--- config.mk ---
export PLATFORM = sky130hd
export DESIGN_NAME = grid_game
export DESIGN_NICKNAME = d
export VERILOG_FILES = /design/src/rtl/grid_game.sv
export SDC_FILE = /design/constraint.sdc
export NUM_CORES = 1
export LEC_CHECK = 0
export ABC_AREA = 1
export CAP_MARGIN = 0
export CORE_ASPECT_RATIO = 1.1
export CORE_UTILIZATION = 43
export DETAILED_ROUTE_END_ITERATION = 8
export GPL_TIMING_DRIVEN = 0
export PLACE_DENSITY = 0.8
export SLEW_MARGIN = 20
export SYNTH_ARGS = -nofsm -noshare
export SYNTH_HDL_FRONTEND = slang
export SYNTH_SLANG_ARGS = --single-unit
--- constraint.sdc ---
create_clock -name clk -period 2.2 [get_ports clk]
set_clock_uncertainty 0.1 [all_clocks]
set_input_delay 0.55 -clock clk [delete_from_list [all_inputs] [get_ports clk]]
set_output_delay 0.55 -clock clk [all_outputs]
set_load 0.02 [all_outputs]
--- src/rtl/grid_game.sv ---
// grid_game: a token moves one cell per accepted move on a GRID_W x GRID_H grid.
// Reaching the goal wins; stepping on a trap, off the grid or out of moves loses.
// Ports:
//   clk        - rising-edge clock
//   reset      - synchronous active-high reset
//   move_valid - a move is presented this cycle
//   dir        - 00 up (y+1), 01 right (x+1), 10 down (y-1), 11 left (x-1)
//   result     - 00 playing, 01 win, 10 lose
//   pos_x      - current column
//   pos_y      - current row
//   move_cnt   - moves accepted since reset
// Optional feature: define GRID_GAME_WRAP_EN to make the grid edges wrap
// around instead of losing the game.
module grid_game #(
  parameter int GRID_W    = 4,
  parameter int GRID_H    = 4,
  parameter int START_X   = 0,
  parameter int START_Y   = 0,
  parameter int GOAL_X    = GRID_W - 1,
  parameter int GOAL_Y    = GRID_H - 1,
  parameter int MAX_MOVES = 16,
  parameter logic [GRID_W*GRID_H-1:0] TRAP_MASK = '0
) (
  input  logic                        clk,
  input  logic                        reset,
  input  logic                        move_valid,
  input  logic [1:0]                  dir,
  output logic [1:0]                  result,
  output logic [$clog2(GRID_W)-1:0]   pos_x,
  output logic [$clog2(GRID_H)-1:0]   pos_y,
  output logic [7:0]                  move_cnt
);

  localparam int XW = $clog2(GRID_W);
  localparam int YW = $clog2(GRID_H);
  localparam int N  = GRID_W * GRID_H;

  // One extra bit so x-1 at column 0 and
  // x+1 at the last column land outside
  // the grid instead of aliasing.
  typedef logic [XW:0] xe_t;
  typedef logic [YW:0] ye_t;

  typedef enum logic [1:0] {
    PLAY = 2'b00,
    WIN  = 2'b01,
    LOSE = 2'b10
  } state_t;

  localparam logic [XW-1:0] SX = START_X[XW-1:0];
  localparam logic [YW-1:0] SY = START_Y[YW-1:0];

  localparam xe_t X1   = xe_t'(1);
  localparam ye_t Y1   = ye_t'(1);
  localparam xe_t XLIM = xe_t'(GRID_W);
  localparam ye_t YLIM = ye_t'(GRID_H);
  localparam xe_t GX   = xe_t'(GOAL_X);
  localparam ye_t GY   = ye_t'(GOAL_Y);

  localparam logic [7:0] MAXC =
    MAX_MOVES[7:0];

`ifdef GRID_GAME_WRAP_EN
  localparam xe_t XMAX = xe_t'(GRID_W - 1);
  localparam ye_t YMAX = ye_t'(GRID_H - 1);
`endif

  state_t        r_state;
  logic [XW-1:0] r_x;
  logic [YW-1:0] r_y;
  logic [7:0]    r_cnt;

  xe_t           w_xe;
  ye_t           w_ye;
  xe_t           w_nx;
  ye_t           w_ny;
  logic          w_off;
  logic          w_trap;
  logic          w_goal;
  logic          w_budget;
  logic [7:0]    w_cnt_nxt;
  int            w_idx;
  logic [N-1:0]  w_sh;
  logic          w_accept;

  assign w_accept  = move_valid
                   && (r_state == PLAY);
  assign w_cnt_nxt = r_cnt + 8'd1;

  // Candidate cell in widened coordinates.
  always_comb begin
    w_xe  = {1'b0, r_x};
    w_ye  = {1'b0, r_y};
    w_nx  = w_xe;
    w_ny  = w_ye;
    w_off = 1'b0;
    unique case (dir)
      2'b00: w_ny = w_ye + Y1;
      2'b01: w_nx = w_xe + X1;
      2'b10: w_ny = w_ye - Y1;
      2'b11: w_nx = w_xe - X1;
      default: begin
        w_nx = w_xe;
        w_ny = w_ye;
      end
    endcase
`ifdef GRID_GAME_WRAP_EN
    // Underflow shows up as all-ones,
    // which is above the limit.
    if (w_nx == XLIM)
      w_nx = '0;
    else if (w_nx > XLIM)
      w_nx = XMAX;
    if (w_ny == YLIM)
      w_ny = '0;
    else if (w_ny > YLIM)
      w_ny = YMAX;
`else
    w_off = (w_nx >= XLIM)
         || (w_ny >= YLIM);
`endif
  end

  // Trap and goal lookups on the
  // candidate cell; meaningless when
  // the cell is off the grid.
  always_comb begin
    w_idx    = int'(w_ny) * GRID_W
             + int'(w_nx);
    w_sh     = TRAP_MASK >> w_idx;
    w_trap   = !w_off && w_sh[0];
    w_goal   = !w_off
            && (w_nx == GX)
            && (w_ny == GY);
    w_budget = (w_cnt_nxt == MAXC);
  end

  always_ff @(posedge clk) begin
    if (reset) begin
      r_state <= PLAY;
      r_x     <= SX;
      r_y     <= SY;
      r_cnt   <= '0;
    end else if (w_accept) begin
      r_cnt <= w_cnt_nxt;
      // Off-grid keeps the last valid cell.
      if (!w_off) begin
        r_x <= w_nx[XW-1:0];
        r_y <= w_ny[YW-1:0];
      end
      // Goal outranks running out of moves.
      if (w_off)
        r_state <= LOSE;
      else if (w_trap)
        r_state <= LOSE;
      else if (w_goal)
        r_state <= WIN;
      else if (w_budget)
        r_state <= LOSE;
      else
        r_state <= PLAY;
    end
  end

  assign result   = r_state;
  assign pos_x    = r_x;
  assign pos_y    = r_y;
  assign move_cnt = r_cnt;

endmodule

==> reports/qor.tcl <==
set qor(ys_warn_count) 0
set qor(netSwitchingPower_mw) 0.216
set qor(vdd_ir_drop_max_v) 0.000354
set qor(first_pass_iters) 7
set qor(critical_path_class) {register to output port}
set qor(hpwl_after_detailed_placement_mm) 1.26
set qor(worst_setup_hold_path_clk_slew_ns) 0.08
set qor(seqPwrFrac) 0.474
set qor(cts-root-to-sink-buffers) 2
set qor(row_count) 16
set qor(required_ns) 1.55
set qor(drt-wirelength-per-cell_um) 9.80
set qor(worst_r2r_startpoint) {pos_x[0]}
set qor(sw_frac_of_total) 0.340
set qor(clock_sink_count) 14
set qor(worstPathCellList) {clkdlybuf4s50_1}
set qor(finalSetupViolCount) 0
set qor(detailed_route_drc_error_count) 0
set qor(cp-startpoint) {move_cnt[2]}
set qor(dpl_worst_slack_ns) -0.390
set qor(hp-class) {register to register}
set qor(cts-root-buf) {clkbuf_4}
set qor(synth.yosys.seq_area_share) 0.337
set qor(num_vias) 828
set qor(postRouteAntennaNets) 0
set qor(crit_family) {buffers and inverters}
set qor(grtUsageMet1) 0.205
set qor(boundaryPins) 19
set qor(holdBufCountCts) 0
set qor(final_core_util) 0.581
set qor(layout.nets) 158
set qor(power.internal_mw) 0.419
set qor(first_global_vias) 665
set qor(cp_data_arrival_time_ns) 1.38
set qor(critical_path.max_stage_delay_ns) 0.65
set qor(insertion_delay_ns) 0.28
set qor(synth-seq-cells) 14
set qor(synth_area_um2) 832
set qor(min_path_cells) 2
set qor(outcome) {finished, final reports clean}
set qor(groute.layer.met2.usage) 0.287
set qor(hold_viol) 0
set qor(drive_gt1_frac) 0.0811
set qor(tightest_slew_ns) 0.424
set qor(timing.fmax_mhz) 492
set qor(cp_num_buf_inv) 1
set qor(grt.total_usage) 0.168
set qor(path_depth_of_the_worst_reg2reg_path) 10
set qor(routed_via_density) 4.99
set qor(routabilityCongestion) 0.818
set qor(core_region_area_mm2) 0.00180
set qor(start_util) 0.462
set qor(die_h_um) 48.1
set qor(postSynthNetCount) 137
set qor(grt_antenna_before_repair) 0
set qor(power.density_cell_area_mw_per_mm2) 607
set qor(n_antenna_cell) 0
set qor(power.share.combinational) 0.297
set qor(tritoncts_clock_tree) {yes}
set qor(timing.critical_path.from_type) {register}
set qor(p_leak_nw) 0.466
set qor(min-delay-start) {result[0]}
set qor(finalWorstSetupSlack_ns) 0.169
set qor(synth.avg_cell_area_um2) 6.45
set qor(mostFrequentLayoutCell) {nand2_1}
set qor(final.min_clock_period_ns) 2.03
set qor(period_share) 0.923
set qor(placed_area_mm2) 0.00101
set qor(synth.top_cells.by_area) {dfxtp_1 (34%), nand2_1 (14%), inv_1 (9.0%), a21oi_1 (7.2%), nand3_1 (6.0%)}
set qor(synth_top_cell_by_area) {dfxtp_1}
set qor(detail_route.iter0.violations) 16
set qor(numCtsBuffers) 3
set qor(worst_setup_path_end_kind) {output port}
set qor(grt_busiest_layer) {met2}
set qor(die_w_um) 43.9
set qor(drv.max_cap_violation_count) 0
set qor(hold_ws_ns) 0.384
set qor(design_area_mm2) 0.00105
set qor(yosys.area.top_type_share) 0.337
set qor(die_area_mm2) 0.00212
set qor(layout.cells.most_common_list) {nand2_1 (31), inv_1 (20), clkdlybuf4s50_1 (15)}
set qor(grt_max_degree) 11
set qor(wirelength_mm) 1.63
set qor(buffer_ports.inserted) 16
set qor(total_power_mw) 0.635
set qor(synthDistinctLibCells) 20
set qor(groute.layer.met3.usage) 0.0259
set qor(report.final.slew_viol_count) 0
set qor(post_synth_inst_count) 129
set qor(total_congestion_overflow) 0
set qor(post-cts-setup-buffer-count) 0
set qor(first_pass_grt_wire_length_mm) 2.64
set qor(timing.slew.headroom) 0.717
set qor(htreeDepth) 1
set qor(crit_path_top_delay_cell) {clkdlybuf4s50_1}
set qor(number_of_cells_on_the_critical_path) 1
set qor(area_growth_syn_to_layout_pct) 25.7
set qor(clockPowerShare) 0.229
set qor(highest_net_fanout_along_the_worst_path) 7
[timing repair]
action | 4_1_cts | 5_1_grt
setup endpoints to repair | 5 | 1
gates resized for setup | 2 | 3
pin swaps | 0 | 1
[routing by layer]
metal,share of wire,wire length [µm]
met1,0.47,761
met3,0.032,52
met5,0,0
met4,0.020,33
met2,0.48,780
[cell usage after synthesis, drive strengths merged]
cell	instances
fa	1
buf	2
clkbuf	1
o21ai	14
a21oi	14
inv	21
xor2	2
nor2	13
nand3	10
dfxtp	14
xnor2	2
clkinv	1
ha	2
nand2	32
[cells by family after synthesis]
| group | count (synthesis) | share of synthesized area |
|---|---|---|
| AND/OR/NAND/NOR | 55 | 0.275 |
| AO/OA/AOI/OAI | 28 | 0.177 |
| buffers and inverters | 25 | 0.114 |
| flip-flops | 14 | 0.337 |
| XOR/XNOR | 4 | 0.0421 |
| adder cells (fa/ha/maj) | 3 | 0.0541 |
[path summary, 6_finish.rpt]
kind                               endpoint  slack (ns)
worst max-delay path            move_cnt[2]        0.17
worst min register to register    result[0]        0.38
worst max register to register    result[1]        0.43
worst min-delay path              result[0]        0.38
[per-stage QoR]
stage          instances  setup TNS (ns)
4_1_cts              166               0
2_1_floorplan        129               0
3_5_place_dp         163           -2.09
3_3_place_gp         163           -1.86
5_1_grt              166        -0.00185
6_report             166               0
[registers in the layout, indices dropped and copies added, names as in the netlist]
| signal | count |
|---|---|
| result | 2 |
| pos_y | 2 |
| pos_x | 2 |
| move_cnt | 8 |
[cell type report]
class,instances,area (µm²)
Timing Repair Buffer,16,160
Fill cell,181,756
Multi-Input combinational cell,90,465
Buffer,3,12.5
Tap cell,18,22.5
Clock buffer,3,22.5
Sequential cell,14,280
Inverter,22,82.6
[power by group through the flow]
stage | clock network [mW] | logic [mW] | registers [mW]
2_1_floorplan | 0 | 0.0933 | 0.331
3_3_place_gp | 0 | 0.181 | 0.305
3_5_place_dp | 0 | 0.185 | 0.307
4_1_cts | 0.149 | 0.187 | 0.301
5_1_grt | 0.155 | 0.212 | 0.305
6_report | 0.145 | 0.188 | 0.301
No activity file was read; power rests on OpenSTA's default activity.
